`src/rtl/ps2_pad.sv`:
```
// ps2_pad - PS/2 keyboard receiver and SNES-style button decoder.
//
// Receives 11-bit PS/2 frames (start, D0..D7 LSB first, odd parity, stop),
// validates them, and tracks E0 (extended) / F0 (break) prefixes so that
// make/break codes of a fixed key set drive a 12-bit button word.
//
// Parameters:
//   TIMEOUT_CYCLES  clk cycles without a ps2_clk fall before a frame aborts
// Ports:
//   clk          system clock
//   rst_btn      asynchronous active-low reset
//   ps2_clk      PS/2 clock pin (asynchronous, idles high)
//   ps2_data     PS/2 data pin (asynchronous, idles high)
//   plyr_input   button state, 1 = pressed
//                (0 B, 1 Y, 2 Select, 3 Start, 4 Up, 5 Down, 6 Left,
//                 7 Right, 8 A, 9 X, 10 L, 11 R)
//   scan_code    last correctly received byte
//   frame_valid  one-cycle pulse when a byte passes all checks
//   frame_err    one-cycle pulse on framing/parity/stop error or timeout
module ps2_pad #(
    parameter int TIMEOUT_CYCLES = 50000
) (
    input  logic        clk,
    input  logic        rst_btn,
    input  logic        ps2_clk,
    input  logic        ps2_data,
    output logic [11:0] plyr_input,
    output logic [7:0]  scan_code,
    output logic        frame_valid,
    output logic        frame_err
);

    localparam int            TW     = $clog2(TIMEOUT_CYCLES + 1);
    localparam logic [TW-1:0] T_LAST = TW'(TIMEOUT_CYCLES - 1);

    typedef enum logic [1:0] {IDLE, RECV, CHECK} state_t;

    // Bit 0 carries ps2_clk, bit 1 carries ps2_data.
    logic [1:0]    sync1_reg;
    logic [1:0]    sync2_reg;
    logic          clk_prev_reg;
    logic          fall;
    logic          data_s;

    state_t        state_reg;
    logic [3:0]    bit_cnt_reg;
    logic [9:0]    shift_reg;   // D0..D7, parity, stop once complete
    logic [TW-1:0] tcnt_reg;
    logic          ext_reg;
    logic          brk_reg;
    logic [4:0]    lookup;      // {hit, button index}

    assign fall   = clk_prev_reg & ~sync2_reg[0];
    assign data_s = sync2_reg[1];

    // Key map: returns {hit, button index} for a byte under the current ext flag.
    function automatic logic [4:0] key_lookup(input logic e, input logic [7:0] code);
        logic [4:0] r;
        r = 5'd0;
        if (!e) begin
            case (code)
                8'h1A:   r = {1'b1, 4'd0};
                8'h1C:   r = {1'b1, 4'd1};
                8'h59:   r = {1'b1, 4'd2};
                8'h5A:   r = {1'b1, 4'd3};
                8'h22:   r = {1'b1, 4'd8};
                8'h1B:   r = {1'b1, 4'd9};
                8'h15:   r = {1'b1, 4'd10};
                8'h1D:   r = {1'b1, 4'd11};
                default: r = 5'd0;
            endcase
        end else begin
            case (code)
                8'h75:   r = {1'b1, 4'd4};
                8'h72:   r = {1'b1, 4'd5};
                8'h6B:   r = {1'b1, 4'd6};
                8'h74:   r = {1'b1, 4'd7};
                default: r = 5'd0;
            endcase
        end
        return r;
    endfunction

    assign lookup = key_lookup(ext_reg, shift_reg[7:0]);

    always_ff @(posedge clk or negedge rst_btn) begin
        if (!rst_btn) begin
            sync1_reg    <= 2'b11;
            sync2_reg    <= 2'b11;
            clk_prev_reg <= 1'b1;
        end else begin
            sync1_reg    <= {ps2_data, ps2_clk};
            sync2_reg    <= sync1_reg;
            clk_prev_reg <= sync2_reg[0];
        end
    end

    always_ff @(posedge clk or negedge rst_btn) begin
        if (!rst_btn) begin
            state_reg   <= IDLE;
            bit_cnt_reg <= 4'd0;
            shift_reg   <= 10'd0;
            tcnt_reg    <= '0;
            ext_reg     <= 1'b0;
            brk_reg     <= 1'b0;
            plyr_input  <= 12'd0;
            scan_code   <= 8'd0;
            frame_valid <= 1'b0;
            frame_err   <= 1'b0;
        end else begin
            frame_valid <= 1'b0;
            frame_err   <= 1'b0;

            // A fall always clears the counter, so it beats a same-cycle timeout.
            if (fall)
                tcnt_reg <= '0;
            else if (state_reg == RECV && tcnt_reg != T_LAST)
                tcnt_reg <= tcnt_reg + 1'b1;

            case (state_reg)
                IDLE: begin
                    if (fall) begin
                        if (!data_s) begin
                            state_reg   <= RECV;
                            bit_cnt_reg <= 4'd1;
                        end else begin
                            frame_err <= 1'b1;
                            ext_reg   <= 1'b0;
                            brk_reg   <= 1'b0;
                        end
                    end
                end
                RECV: begin
                    if (fall) begin
                        shift_reg   <= {data_s, shift_reg[9:1]};
                        bit_cnt_reg <= bit_cnt_reg + 4'd1;
                        if (bit_cnt_reg == 4'd10)
                            state_reg <= CHECK;
                    end else if (tcnt_reg == T_LAST) begin
                        state_reg   <= IDLE;
                        bit_cnt_reg <= 4'd0;
                        frame_err   <= 1'b1;
                        ext_reg     <= 1'b0;
                        brk_reg     <= 1'b0;
                    end
                end
                CHECK: begin
                    state_reg   <= IDLE;
                    bit_cnt_reg <= 4'd0;
                    if ((^shift_reg[8:0]) && shift_reg[9]) begin
                        scan_code   <= shift_reg[7:0];
                        frame_valid <= 1'b1;
                        if (shift_reg[7:0] == 8'hE0) begin
                            ext_reg <= 1'b1;
                        end else if (shift_reg[7:0] == 8'hF0) begin
                            brk_reg <= 1'b1;
                        end else begin
                            if (lookup[4])
                                plyr_input[lookup[3:0]] <= ~brk_reg;
                            ext_reg <= 1'b0;
                            brk_reg <= 1'b0;
                        end
                    end else begin
                        frame_err <= 1'b1;
                        ext_reg   <= 1'b0;
                        brk_reg   <= 1'b0;
                    end
                end
                default: state_reg <= IDLE;
            endcase
        end
    end

endmodule

```
`config.mk`:
```
export PLATFORM = sky130hd
export DESIGN_NAME = ps2_pad
export DESIGN_NICKNAME = d
export VERILOG_FILES = /design/src/rtl/ps2_pad.sv
export SDC_FILE = /design/constraint.sdc
export NUM_CORES = 1
export LEC_CHECK = 0
export ABC_CLOCK_PERIOD_IN_PS = 5790
export BUFFER_PORTS_ARGS = -buffer_cell sky130_fd_sc_hd__buf_2
export CAP_MARGIN = 20
export CORE_MARGIN = 3
export CORE_UTILIZATION = 63
export CTS_BUF_LIST = sky130_fd_sc_hd__clkbuf_16
export DETAILED_ROUTE_END_ITERATION = 8
export PLACE_DENSITY = 0.92
export SETUP_SLACK_MARGIN = 0.15
export SYNTH_ARGS = -nofsm -noshare
export SYNTH_HDL_FRONTEND = slang
export SYNTH_SLANG_ARGS = --single-unit
```
`constraint.sdc`:
```
create_clock -name clk -period 5.79 [get_ports clk]
set_clock_uncertainty 0.15 [all_clocks]
set_input_delay 1.158 -clock clk [delete_from_list [all_inputs] [get_ports clk]]
set_output_delay 1.158 -clock clk [all_outputs]
set_load 0.03 [all_outputs]
```
==> impl_results.md, run 1 <==
* Number of remaining DRC errors at 0
* Max FFs per register at 16
* CTS root buf: clkbuf_16
* Cell with the most instances after synthesis: dfrtp_1
* Hpwl dp at roughly 4500 µm
* Total Wirelength at roughly 6900 µm
* Post-Place Setup Slack at 3.050 ns
* Post-synth top area share at 43.63%
* Largest cells by area after synthesis: dfrtp_1 44%, ha_1 8.2%, dfstp_2 4.1%
* GRT overflow at 0
* Crit path buf inv count at 1
* Mean Syn Cell Area at approximately 10 µm²
* Area Overhead vs Synth at 14.26%
* Max_slew headroom at about half
* Top cells by count, synth: 56 x dfrtp_1, 29 x inv_1, 27 x nand2_1, 25 x o21ai_0, 21 x ha_1
* Worst Setup End Kind: register
* Full die area at 0.005991 mm²
* Core Area at 0.004817 mm²
* Final Hold Vio Count at 0
* Post-CTS Hold Buffers at 0
* Die H at 77.40 µm
* First-pass GRT wire length at 11880 µm
* Initial antenna violation count at 0
* Avg Vias per Cell at 6.100
* Postcts setup bufs at 0
* Antenna cells at 0
* Worst setup margin at 2.940 ns
* Hold Path Class: reg -> reg
* Stages on worst setup path at 7
* Tightest Pin Transition at about 0.75 ns
* Worst-Skew Late Latency at 0.32 ns
* Reg clk slew, reported paths at 0.05 ns
* Remaining antenna violation count at 0
* Async S/R FF share, synth at 100.0%
* RSZ-0062 raised after global routing: no
* Layout cells sized above 1 at between 10% and 20%
* Syn_nets at 347
* Flop and latch count out of synthesis at 61
* Critical Path, Cell by Cell: inv_1 > ha_1 > xnor3_1 > xnor2_2 > o2111ai_1 > nor3b_1 > mux2i_1
* CTS buffer count at 9
* Delay-heaviest family, CP: XOR/XNOR gates
* Nets at 375
* Total number of vias at 2562
* IO Count at 26
* TritonCTS clock tree: done
* End of the critical path: plyr_input[0]
* Post-synth EDFFs at 0
* RePlAce Congestion at 0.8385
* Mapped Cells at 322
* Syn. warnings at 0
* Clock sinks at between 60 and 70
* R2r setup slk at a little under 3 ns
* Status: finished, final reports clean
* Ys flop type: dfrtp_1
* # setup viols final at 0
* Number of cells on the worst reg-to-reg path at 7
* Minimum clock period at 2.850 ns
* CTS Buffer Depth at 2
* Req. time, crit path at between 5 and 6 ns
* Worst r2r src: shift_reg[2]
* Crit start category: register
* WL/cell at 16.51 µm
* Max Clock Freq at roughly 350 MHz
* Row cnt at 25
* Seq/Total Area, Yosys at 47.72%
* GRT Util Overall at about a quarter
* Pin count of the biggest net entering global routing at 62
* Number of global-route vias before repair at roughly 2.5k
* Largest area contributor in the netlist: dfrtp_1
* Mapped cell area at 0.003212 mm²
* Post-CTS resize count at 0
* First-pass DRT Iterations at 5
* Yosys cell types at 48
* Port Buffer Count at 25
* Pleak at around 1.7 nW
* Fin crit share at 49.22%
* H-tree depth reported by CTS at 3
* Worst setup startpoint: shift_reg[2]
* Initial Utilization at 66.68%
* CP Max Fanout at 9
* P per Cell Area at about 410 mW/mm²
* Slowest stage cell, crit path: o2111ai_1
* CP arrival at 2.93 ns
* DIE WIDTH at a little under 80 µm
* Setup CP Type: reg -> reg
* Max Cap Violations at 0
* Slew Viols, Final at 0
* Crit Reg-Reg Endpoint: plyr_input[0]
* Max VDD drop at 0.0003766 V
* TNS Setup at 0 ns
* Largest stage delay, worst path at 0.45 ns
* First DRT Iteration DRCs at 150
report_power, final:
part           switching (mW)  internal, mW
sequential             0.0693         0.482
combinational           0.291         0.184
clock                   0.172         0.322
total                   0.533         0.989
worst min path at each step:
stage | depth (start not counted) | endpoint | from | slack [ns]
finish | 0 | sync2_reg[0] | sync1_reg[0] | 0.20
global route | 0 | sync2_reg[0] | sync1_reg[0] | 0.21
CTS | 0 | sync2_reg[0] | sync1_reg[0] | 0.21
detailed placement | 0 | sync2_reg[0] | sync1_reg[0] | 0.20
global placement | 0 | sync2_reg[1] | sync1_reg[1] | 0.20
floorplan | 0 | sync2_reg[0] | sync1_reg[0] | 0.20
cell type report:
class                      instances  area (µm²)
tap                               67       83.83
sequential                        61        1533
multi-input combinational        222        1533
clock buffer                       9       225.2
inverter                          29       108.9
fill                             324        1147
timing repair buffer              27       140.1
clock inverter                     5       46.29
kinds of logic after synthesis:
| logic type | after synthesis | share of synthesized area [%] |
|---|---|---|
| muxes | 10 | 3.272 |
| buffers and inverters | 39 | 4.558 |
| DFF | 61 | 47.72 |
| xor gates and xnor gates | 15 | 4.753 |
| and+or+nand+nor | 105 | 17.26 |
| adders and majority gates | 21 | 8.181 |
| AOI/OAI and AO/OA | 71 | 14.26 |
metrics by stage:
step	util (%)	hold WS, ns	power [mW]	instances	area, µm²
2_1_floorplan	-	0.1952	0.8969	322	3212
3_3_place_gp	70.55	0.1962	0.9684	406	3398
3_5_place_dp	70.55	0.1982	1.003	406	3398
4_1_cts	76.18	0.2052	1.521	420	3670
5_1_grt	76.18	0.2058	1.599	420	3670
6_report	76.18	0.2038	1.521	420	3670
cells in the final DEF, fill, tap and decap left out, drive strengths merged, types with 9 or more instances in the layout:
cell type and instances:
a21oi 9, buf 27, clkbuf 9, dfrtp 56
ha 21, inv 31, nand2 27, nand3 17
nor2 20, o21ai 29, xnor2 10
metal layers:
metal / up-vias / global-route usage (%) / share of wire [%]
met5: - / 0 / 0
met2: 87 / 42.06 / 49
met4: 0 / 9.609 / 2.0
met3: 15 / 7.425 / 5.1
met1: 1257 / 31.79 / 44
li1: 1203 / - / -
Power figures use the tool's default switching activity.
==> inputs of run 2 (changes only) <==
--- a/config.mk
+++ b/config.mk
@@ -5,14 +5,15 @@
 export SDC_FILE = /design/constraint.sdc
 export NUM_CORES = 1
 export LEC_CHECK = 0
-export ABC_CLOCK_PERIOD_IN_PS = 5790
+export ABC_AREA = 1
+export ABC_CLOCK_PERIOD_IN_PS = 2900
 export BUFFER_PORTS_ARGS = -buffer_cell sky130_fd_sc_hd__buf_2
 export CAP_MARGIN = 20
 export CORE_MARGIN = 3
-export CORE_UTILIZATION = 63
+export CORE_UTILIZATION = 61
 export CTS_BUF_LIST = sky130_fd_sc_hd__clkbuf_16
 export DETAILED_ROUTE_END_ITERATION = 8
-export PLACE_DENSITY = 0.92
+export PLACE_DENSITY = 0.89
 export SETUP_SLACK_MARGIN = 0.15
 export SYNTH_ARGS = -nofsm -noshare
 export SYNTH_HDL_FRONTEND = slang
==> constraint.sdc (replaced) <==
create_clock -name clk -period 2.9 [get_ports clk]
set_clock_uncertainty 0.15 [all_clocks]
set_input_delay 0.58 -clock clk [delete_from_list [all_inputs] [get_ports clk]]
set_output_delay 0.58 -clock clk [all_outputs]
set_load 0.03 [all_outputs]
==> run 2 against run 1 <==
  * Utilization is 2.9 points lower
  * Maximum frequency is 26% higher
  * Worst setup slack worse by 2.3 ns
  * Cell count is 37% higher
  * Largest cell class is now multi-input combinational cells
==> impl_results.md, run 2 <==
* Die H at 83.37 µm (+7.7%)
* Max Clock Freq at 441.8 MHz (+26%)
* TritonCTS clock tree: done
* Nets at 523 (+39%)
* Final Util at 73.30% (-2.9 points)
* First DRT Iteration DRCs at 174 (+16%)
* Antenna cells at 0 (unchanged)
* Full die area at 0.006950 mm² (+16%)
* CTS root buf: clkbuf_16
* Worst Setup End Kind: register
* Fin cells at 575 (+37%)
* Slew Viols, Final at 0 (unchanged)
* Post-synth EDFFs at 0 (unchanged)
* Slowest stage cell, crit path: nand2_1
* Initial Utilization at 64.72% (-2.0 points)
* # setup viols final at 0 (unchanged)
* Total number of vias at 3249 (+27%)
* First-pass DRT Iterations at 6 (+1)
* Layout cells sized above 1 at 16.90% (+2.2 points)
* CP Max Fanout at 20 (+11)
* Post-CTS Hold Buffers at 0 (unchanged)
* Pwr Total at 3.069 mW (+100%)
* Max_slew headroom at 62.72% (+13 points)
* Flop and latch count out of synthesis at 61 (unchanged)
* Seq/Total Area, Yosys at 41.98% (-5.7 points)
* Most frequent cells in the layout: 144 x nand2_1, 56 x dfrtp_1, 46 x nor2_1
* Worst hold slack at 0.05286 ns (-0.1510 ns)
* Row cnt at 27 (+8.0%)
* RePlAce Congestion at 0.8806 (+5.0%)
* GRT overflow at 0 (unchanged)
* Minimum clock period at 2.263 ns (-0.5868 ns)
* Cell with the most instances after synthesis: nand2_1
* P per Cell Area at 742.1 mW/mm² (+79%)
* Worst-Skew Late Latency at 0.33 ns (about the same)
* IO Count at 26 (unchanged)
* H-tree depth reported by CTS at 3 (unchanged)
* Final Hold Vio Count at 0 (unchanged)
* CP arrival at 2.30 ns (-0.63 ns)
* Pin count of the biggest net entering global routing at 25 (-60%)
* Area Overhead vs Synth at 13.26%
* GRT Util Overall at 25.65% (+0.18 points)
* Largest area contributor in the netlist: dfrtp_1
* # placed instances at 559 (+38%)
* Postcts setup bufs at 0 (unchanged)
* Avg Vias per Cell at 5.650 (-7.4%)
* Largest stage delay, worst path at 0.49 ns (+0.04 ns)
* Commonest non-fill, non-tap cell in the layout: nand2_1
* Post-CTS resize count at 0 (unchanged)
* Top cells by count, synth: 144 x nand2_1, 56 x dfrtp_1, 46 x nor2_1, 41 x nand3_1, 36 x inv_1
* Mean Syn Cell Area at 7.835 µm² (-21%)
* Tightest Pin Transition at 0.5579 ns (-0.1965 ns)
* Max Cap Violations at 0 (unchanged)
* Max VDD drop at 0.0005740 V (+52%)
* Total Wirelength at 8140 µm (+17%)
* Pleak at 2.042 nW (+21%)
* Hpwl dp at 5604 µm (+25%)
* TNS Setup at 0 ns (unchanged)
* Req. time, crit path at 2.94 ns (-2.93 ns)
* Post-synth top area share at 38.38% (-5.2 points)
* Yosys cell types at 37 (-23%)
* Critical Path, Cell by Cell: inv_1 > ha_1 > nand2_1 > inv_1 > a21oi_1 > nand3_2 > nand2_1 > o21ai_1
* Async S/R FF share, synth at 100.0% (unchanged)
* Hold Path Class: in -> async
* Max FFs per register at 16 (unchanged)
* Number of global-route vias before repair at 3274 (+31%)
* Crit path buf inv count at 2 (+1)
* Syn_nets at 491 (+41%)
* Fin crit share at 78.04% (+29 points)
* Clock sinks at 61 (unchanged)
* Port Buffer Count at 25 (unchanged)
* Remaining antenna violation count at 0 (unchanged)
* Ys flop type: dfrtp_1
* CTS Buffer Depth at 2 (unchanged)
* WL/cell at 14.16 µm (-14%)
* First-pass GRT wire length at 14580 µm (+23%)
* DIE WIDTH at 83.37 µm (+7.7%)
* Setup CP Type: reg -> reg
* Reg clk slew, reported paths at 0.05 ns (about the same)
* Mapped cell area at 0.003651 mm² (+14%)
* Mapped Cells at 466 (+45%)
* CTS buffer count at 9 (unchanged)
* Largest cells by area after synthesis: dfrtp_1 38%, nand2_1 15%, ha_1 7.2%
* Delay-heaviest family, CP: simple AND/OR/NAND/NOR gates
* Status: finished, final reports clean
* Number of remaining DRC errors at 0 (unchanged)
* Syn. warnings at 0 (unchanged)
* Initial antenna violation count at 0 (unchanged)
* Core Area at 0.005642 mm² (+17%)
* Crit start category: register
* R2r setup slk at 0.64 ns (-2.30 ns)
* RSZ-0062 raised after global routing: no
[run 2: cell types whose count changed after synthesis, moves of 9 or more]
cell,change
nand3_1,+25
o21ai_0,-14
nand2_1,+117
clkbuf_1,-9
o21ai_1,+10
nor2_1,+26
o21ai_2,+10
inv_2,+9
[run 2: logic make-up (layout without fill, tap and decap cells)]
| family | Yosys count | count (layout) | share of synthesized area (%) |
|---|---|---|---|
| buf+inv | 54 | 91 | 6.305 |
| compound gates | 51 | 51 | 8.636 |
| fa+ha+maj | 21 | 21 | 7.197 |
| flops | 61 | 61 | 41.98 |
| simple gates | 269 | 269 | 33.48 |
| xor+xnor | 10 | 10 | 2.399 |
[run 2: final timing paths]
check / depth (start not counted) / startpoint / to
min in group clk: 1 / ps2_clk / sync1_reg[0]
max in group asynchronous: 2 / rst_btn / sync2_reg[0]
worst max register to register: 8 / state_reg[1] / state_reg[1]
worst min-delay path: 1 / rst_btn / scan_code[1]
worst max-delay path: 8 / state_reg[1] / state_reg[1]
worst min register to register: 0 / sync1_reg[0] / sync2_reg[0]
[run 2: layout make-up]
| class | instances | area, µm² |
|---|---|---|
| well taps | 72 | 90.09 |
| clock buffers | 9 | 225.2 |
| repair buffers | 29 | 155.1 |
| fillers | 403 | 1506 |
| clock inverters | 7 | 66.31 |
| multi-input cells | 351 | 1888 |
| inverters | 46 | 177.7 |
| flip-flops and latches | 61 | 1533 |
[run 2: where the power goes]
group          leakage, nW  switching (mW)  total, mW  internal [mW]
combinational         1.07           0.673      0.965          0.292
clock                0.147           0.380       1.04          0.659
sequential           0.823           0.103       1.07          0.962
total                 2.04            1.16       3.07           1.91
[run 2: worst reg2reg max path: stages (launching register included)]
cell	delay [ns]
dfrtp_1	0.40
inv_1	0.08
ha_1	0.32
nand2_1	0.49
inv_1	0.21
a21oi_1	0.22
nand3_2	0.12
nand2_1	0.07
o21ai_1	0.06
[run 2: through the flow]
step | setup slack [ns] | cell area [µm²]
floorplan | 0.9918 | 3651
global placement | 0.7972 | 3844
detailed placement | 0.6735 | 3844
CTS | 0.6490 | 4135
global route | 0.3833 | 4135
finish | 0.6367 | 4135
[run 2: layer usage]
layer	up-vias	wire, µm	GRT usage, %
met5	-	0	0
met4	0	254	12.18
met3	31	414	5.754
met2	117	4110	45.04
met1	1526	3361	29.41
li1	1575	-	-
==> inputs of run 3 (changes only) <==
--- a/config.mk
+++ b/config.mk
@@ -6,7 +6,7 @@
 export NUM_CORES = 1
 export LEC_CHECK = 0
 export ABC_AREA = 1
-export ABC_CLOCK_PERIOD_IN_PS = 2900
+export ABC_CLOCK_PERIOD_IN_PS = 2100
 export BUFFER_PORTS_ARGS = -buffer_cell sky130_fd_sc_hd__buf_2
 export CAP_MARGIN = 20
 export CORE_MARGIN = 3
==> constraint.sdc (replaced) <==
create_clock -name clk -period 2.1 [get_ports clk]
set_clock_uncertainty 0.15 [all_clocks]
set_input_delay 0.42 -clock clk [delete_from_list [all_inputs] [get_ports clk]]
set_output_delay 0.42 -clock clk [all_outputs]
set_load 0.03 [all_outputs]
==> run 3 against run 2 <==
  * Utilization grew 14 points
  * Power up 71%
  * Non-clock buffer count is 46 higher
  * Clock power grew 39%
  * Die area stayed put
  * Final area grew 19%
  * Register-to-register slack got worse by 0.79 ns
  * First-iteration DRC count grew 140%
  * The flow now finishes with violations (setup timing)
  * Routed wire length rose by 51%
  * Sequential share of layout area is 5.8 points lower
  * Worst setup slack lost 0.79 ns
  * Via count up 21%
==> impl_results.md, run 3 (same netlist as run 2, synthesis figures left out) <==
* Number of remaining DRC errors at 0 (unchanged)
* P per Cell Area at 1069 mW/mm² (+44%)
* Full die area at 0.006950 mm² (unchanged)
* Hold Path Class: in -> reg
* DIE WIDTH at 83.37 µm (unchanged)
* First-pass GRT wire length at 16280 µm (+12%)
* Crit path buf inv count at 3 (+1)
* RSZ-0062 raised after global routing: yes
* CTS Buffer Depth at 2 (unchanged)
* Number of global-route vias before repair at 3552 (+8.5%)
* Placed cell areas at 0.003909 mm² (+1.7%)
* First-pass DRT Iterations at 5 (-1)
* Worst setup margin at -0.1487 ns (-0.7854 ns)
* Antenna cells at 0 (unchanged)
* CP arrival at 2.31 ns (about the same)
* First DRT Iteration DRCs at 425 (+140%)
* TNS Setup at -1.118 ns (-1.118 ns)
* IO Count at 26 (unchanged)
* Delay-heaviest family, CP: simple AND/OR/NAND/NOR gates
* Area Overhead vs Synth at 34.54%
* Tightest Pin Transition at 0.5991 ns (+0.04119 ns)
* Port Buffer Count at 25 (unchanged)
* Commonest non-fill, non-tap cell in the layout: nand2_1
* Pleak at 2.327 nW (+14%)
* Worst Setup End Kind: register
* Setup CP Type: reg -> reg
* Clock sinks at 61 (unchanged)
* # setup viols final at 12 (+12)
* Failing checks: setup timing
* Max Clock Freq at 444.7 MHz (+0.65%)
* Fin crit share at 107.1% (+29 points)
* RePlAce Congestion at 0.9048 (+2.7%)
* Req. time, crit path at 2.17 ns (-0.77 ns)
* Pin count of the biggest net entering global routing at 25 (unchanged)
* Max VDD drop at 0.0007776 V (+35%)
* Worst-Skew Late Latency at 0.34 ns (about the same)
* Critical Path, Cell by Cell: inv_2 > ha_4 > nand2_1 > nand2_1 > nand2_2 > inv_2 > nor2_1 > nand3_1 > nand2_1 > nor2_4 > buf_6 > nand2_1 > nand2_1 > nand2_1
* Initial antenna violation count at 0 (unchanged)
* Largest stage delay, worst path at 0.44 ns (-0.05 ns)
* Int Pwr at 3.124 mW (+63%)
* Max FFs per register at 16 (unchanged)
* Max_slew headroom at 60.06% (-2.7 points)
* GRT Util Overall at 29.08% (+3.4 points)
* Layout cells sized above 1 at 36.61% (+20 points)
* Slowest stage cell, crit path: dfrtp_1
* Total number of vias at 3920 (+21%)
* Final instance area at 0.004912 mm² (+19%)
* Fin cells at 621 (+8.0%)
* Hpwl dp at 5563 µm (-0.74%)
* Remaining antenna violation count at 0 (unchanged)
* Status: complete, but fails checks
* # fillers at 254 (-37%)
* Seq. cell area at 0.001538 mm² (+0.33%)
* Sequential cell fraction of total power at 28.6% (-6.1 points)
* Minimum clock period at 2.249 ns (-0.01461 ns)
* Post-Place Setup Slack at -0.01636 ns (-0.6898 ns)
* WL/cell at 19.79 µm (+40%)
* Crit path top cell by count: nand2_1
* TritonCTS clock tree: done
* Final Util at 87.07% (+14 points)
* Sw Share at 40.51% (+2.8 points)
* CTS root buf: clkbuf_16
* Final Hold Vio Count at 0 (unchanged)
* CTS buffer count at 9 (unchanged)
* # placed instances at 566 (+1.3%)
* Nets at 569 (+8.8%)
* Clock power share at 27.6% (-6.2 points)
* Reg clk slew, reported paths at 0.06 ns (about the same)
* Most frequent cells in the layout: 118 x nand2_1, 52 x dfrtp_1, 45 x buf_4
* Switch Pwr at 2.127 mW (+84%)
* H-tree depth reported by CTS at 3 (unchanged)
* Slew Viols, Final at 0 (unchanged)
* Row cnt at 27 (unchanged)
* Core Area at 0.005642 mm² (unchanged)
* Area of the multi-input gates at 0.002281 mm² (+21%)
* Die H at 83.37 µm (unchanged)
* Comb pwr share at 43.8% (+12 points)
* Crit start category: register
* Avg Vias per Cell at 6.312 (+12%)
* Total Wirelength at 12290 µm (+51%)
* GRT overflow at 0 (unchanged)
* Initial Utilization at 64.72% (unchanged)
* Max Cap Violations at 0 (unchanged)
* CP Max Fanout at 5 (-75%)
-- run 3: cell count changes in the layout (fill, tap and decap cells not counted), sizes merged --
cell	change
buf	+45
clkinv	-3
clkinvlp	+1
dlygate4sd3	+1
inv	+2
-- run 3: final cells by class --
| type | instances | area share (%) |
|---|---|---|
| clock buffers | 9 | 4.585 |
| flip-flops and latches | 61 | 31.30 |
| clock inverters | 7 | 1.197 |
| repair buffers | 75 | 10.72 |
| well taps | 72 | 1.834 |
| inverters | 46 | 3.923 |
| multi-input cells | 351 | 46.43 |
-- run 3: per-layer routing --
metal | vias to the layer above | GRT usage [%] | routed length, µm
li1 | 1673 | - | -
met1 | 1833 | 33.44 | 4300
met2 | 321 | 49.64 | 6035
met3 | 93 | 6.746 | 1075
met4 | 0 | 16.20 | 880
met5 | - | 0 | 0
-- run 3: worst register-to-register path: cells and delay by family (launching register included) --
kind                       cells  cell delay, ns
buffers and inverters          3            0.41
adders and majority gates      1            0.18
DFF                            1            0.44
and+or+nand+nor               10            0.93
-- run 3: final timing paths --
kind | start | end | slack [ns] | cells after the start
setup reg to reg | shift_reg[1] | plyr_input[6] | -0.15 | 14
hold reg to reg | sync1_reg[1] | sync2_reg[1] | 0.20 | 0
min in group asynchronous | rst_btn | state_reg[0] | 0.48 | 2
max in group asynchronous | rst_btn | plyr_input[2] | 0.69 | 3
setup / recovery | shift_reg[1] | plyr_input[6] | -0.15 | 14
hold / removal | ps2_clk | sync1_reg[0] | 0.04 | 1
-- run 3: power by group through the flow --
stage / Sequential (mW) / Clock (mW) / Combinational (mW)
floorplan: 1.51 / 0 / 0.952
global placement: 1.47 / 0 / 1.27
detailed placement: 1.49 / 0 / 1.32
global route: 1.51 / 1.51 / 2.44
finish: 1.50 / 1.45 / 2.30
CTS: 1.46 / 1.44 / 1.64
-- run 3: repair_timing --
action	CTS	global route
setup endpoints to repair	28	38
gates resized for setup	49	64
hold buffers	1	0
endpoints found under the hold margin	16	0
setup buffers	13	22
pin swaps	11	26
cloned	2	1
-- run 3: per-stage QoR --
step	power, mW	hold slack [ns]
floorplan	2.464	-0.02559
global placement	2.740	0.1959
detailed placement	2.809	0.1972
CTS	4.544	0.02949
global route	5.467	0.02953
finish	5.252	0.03651
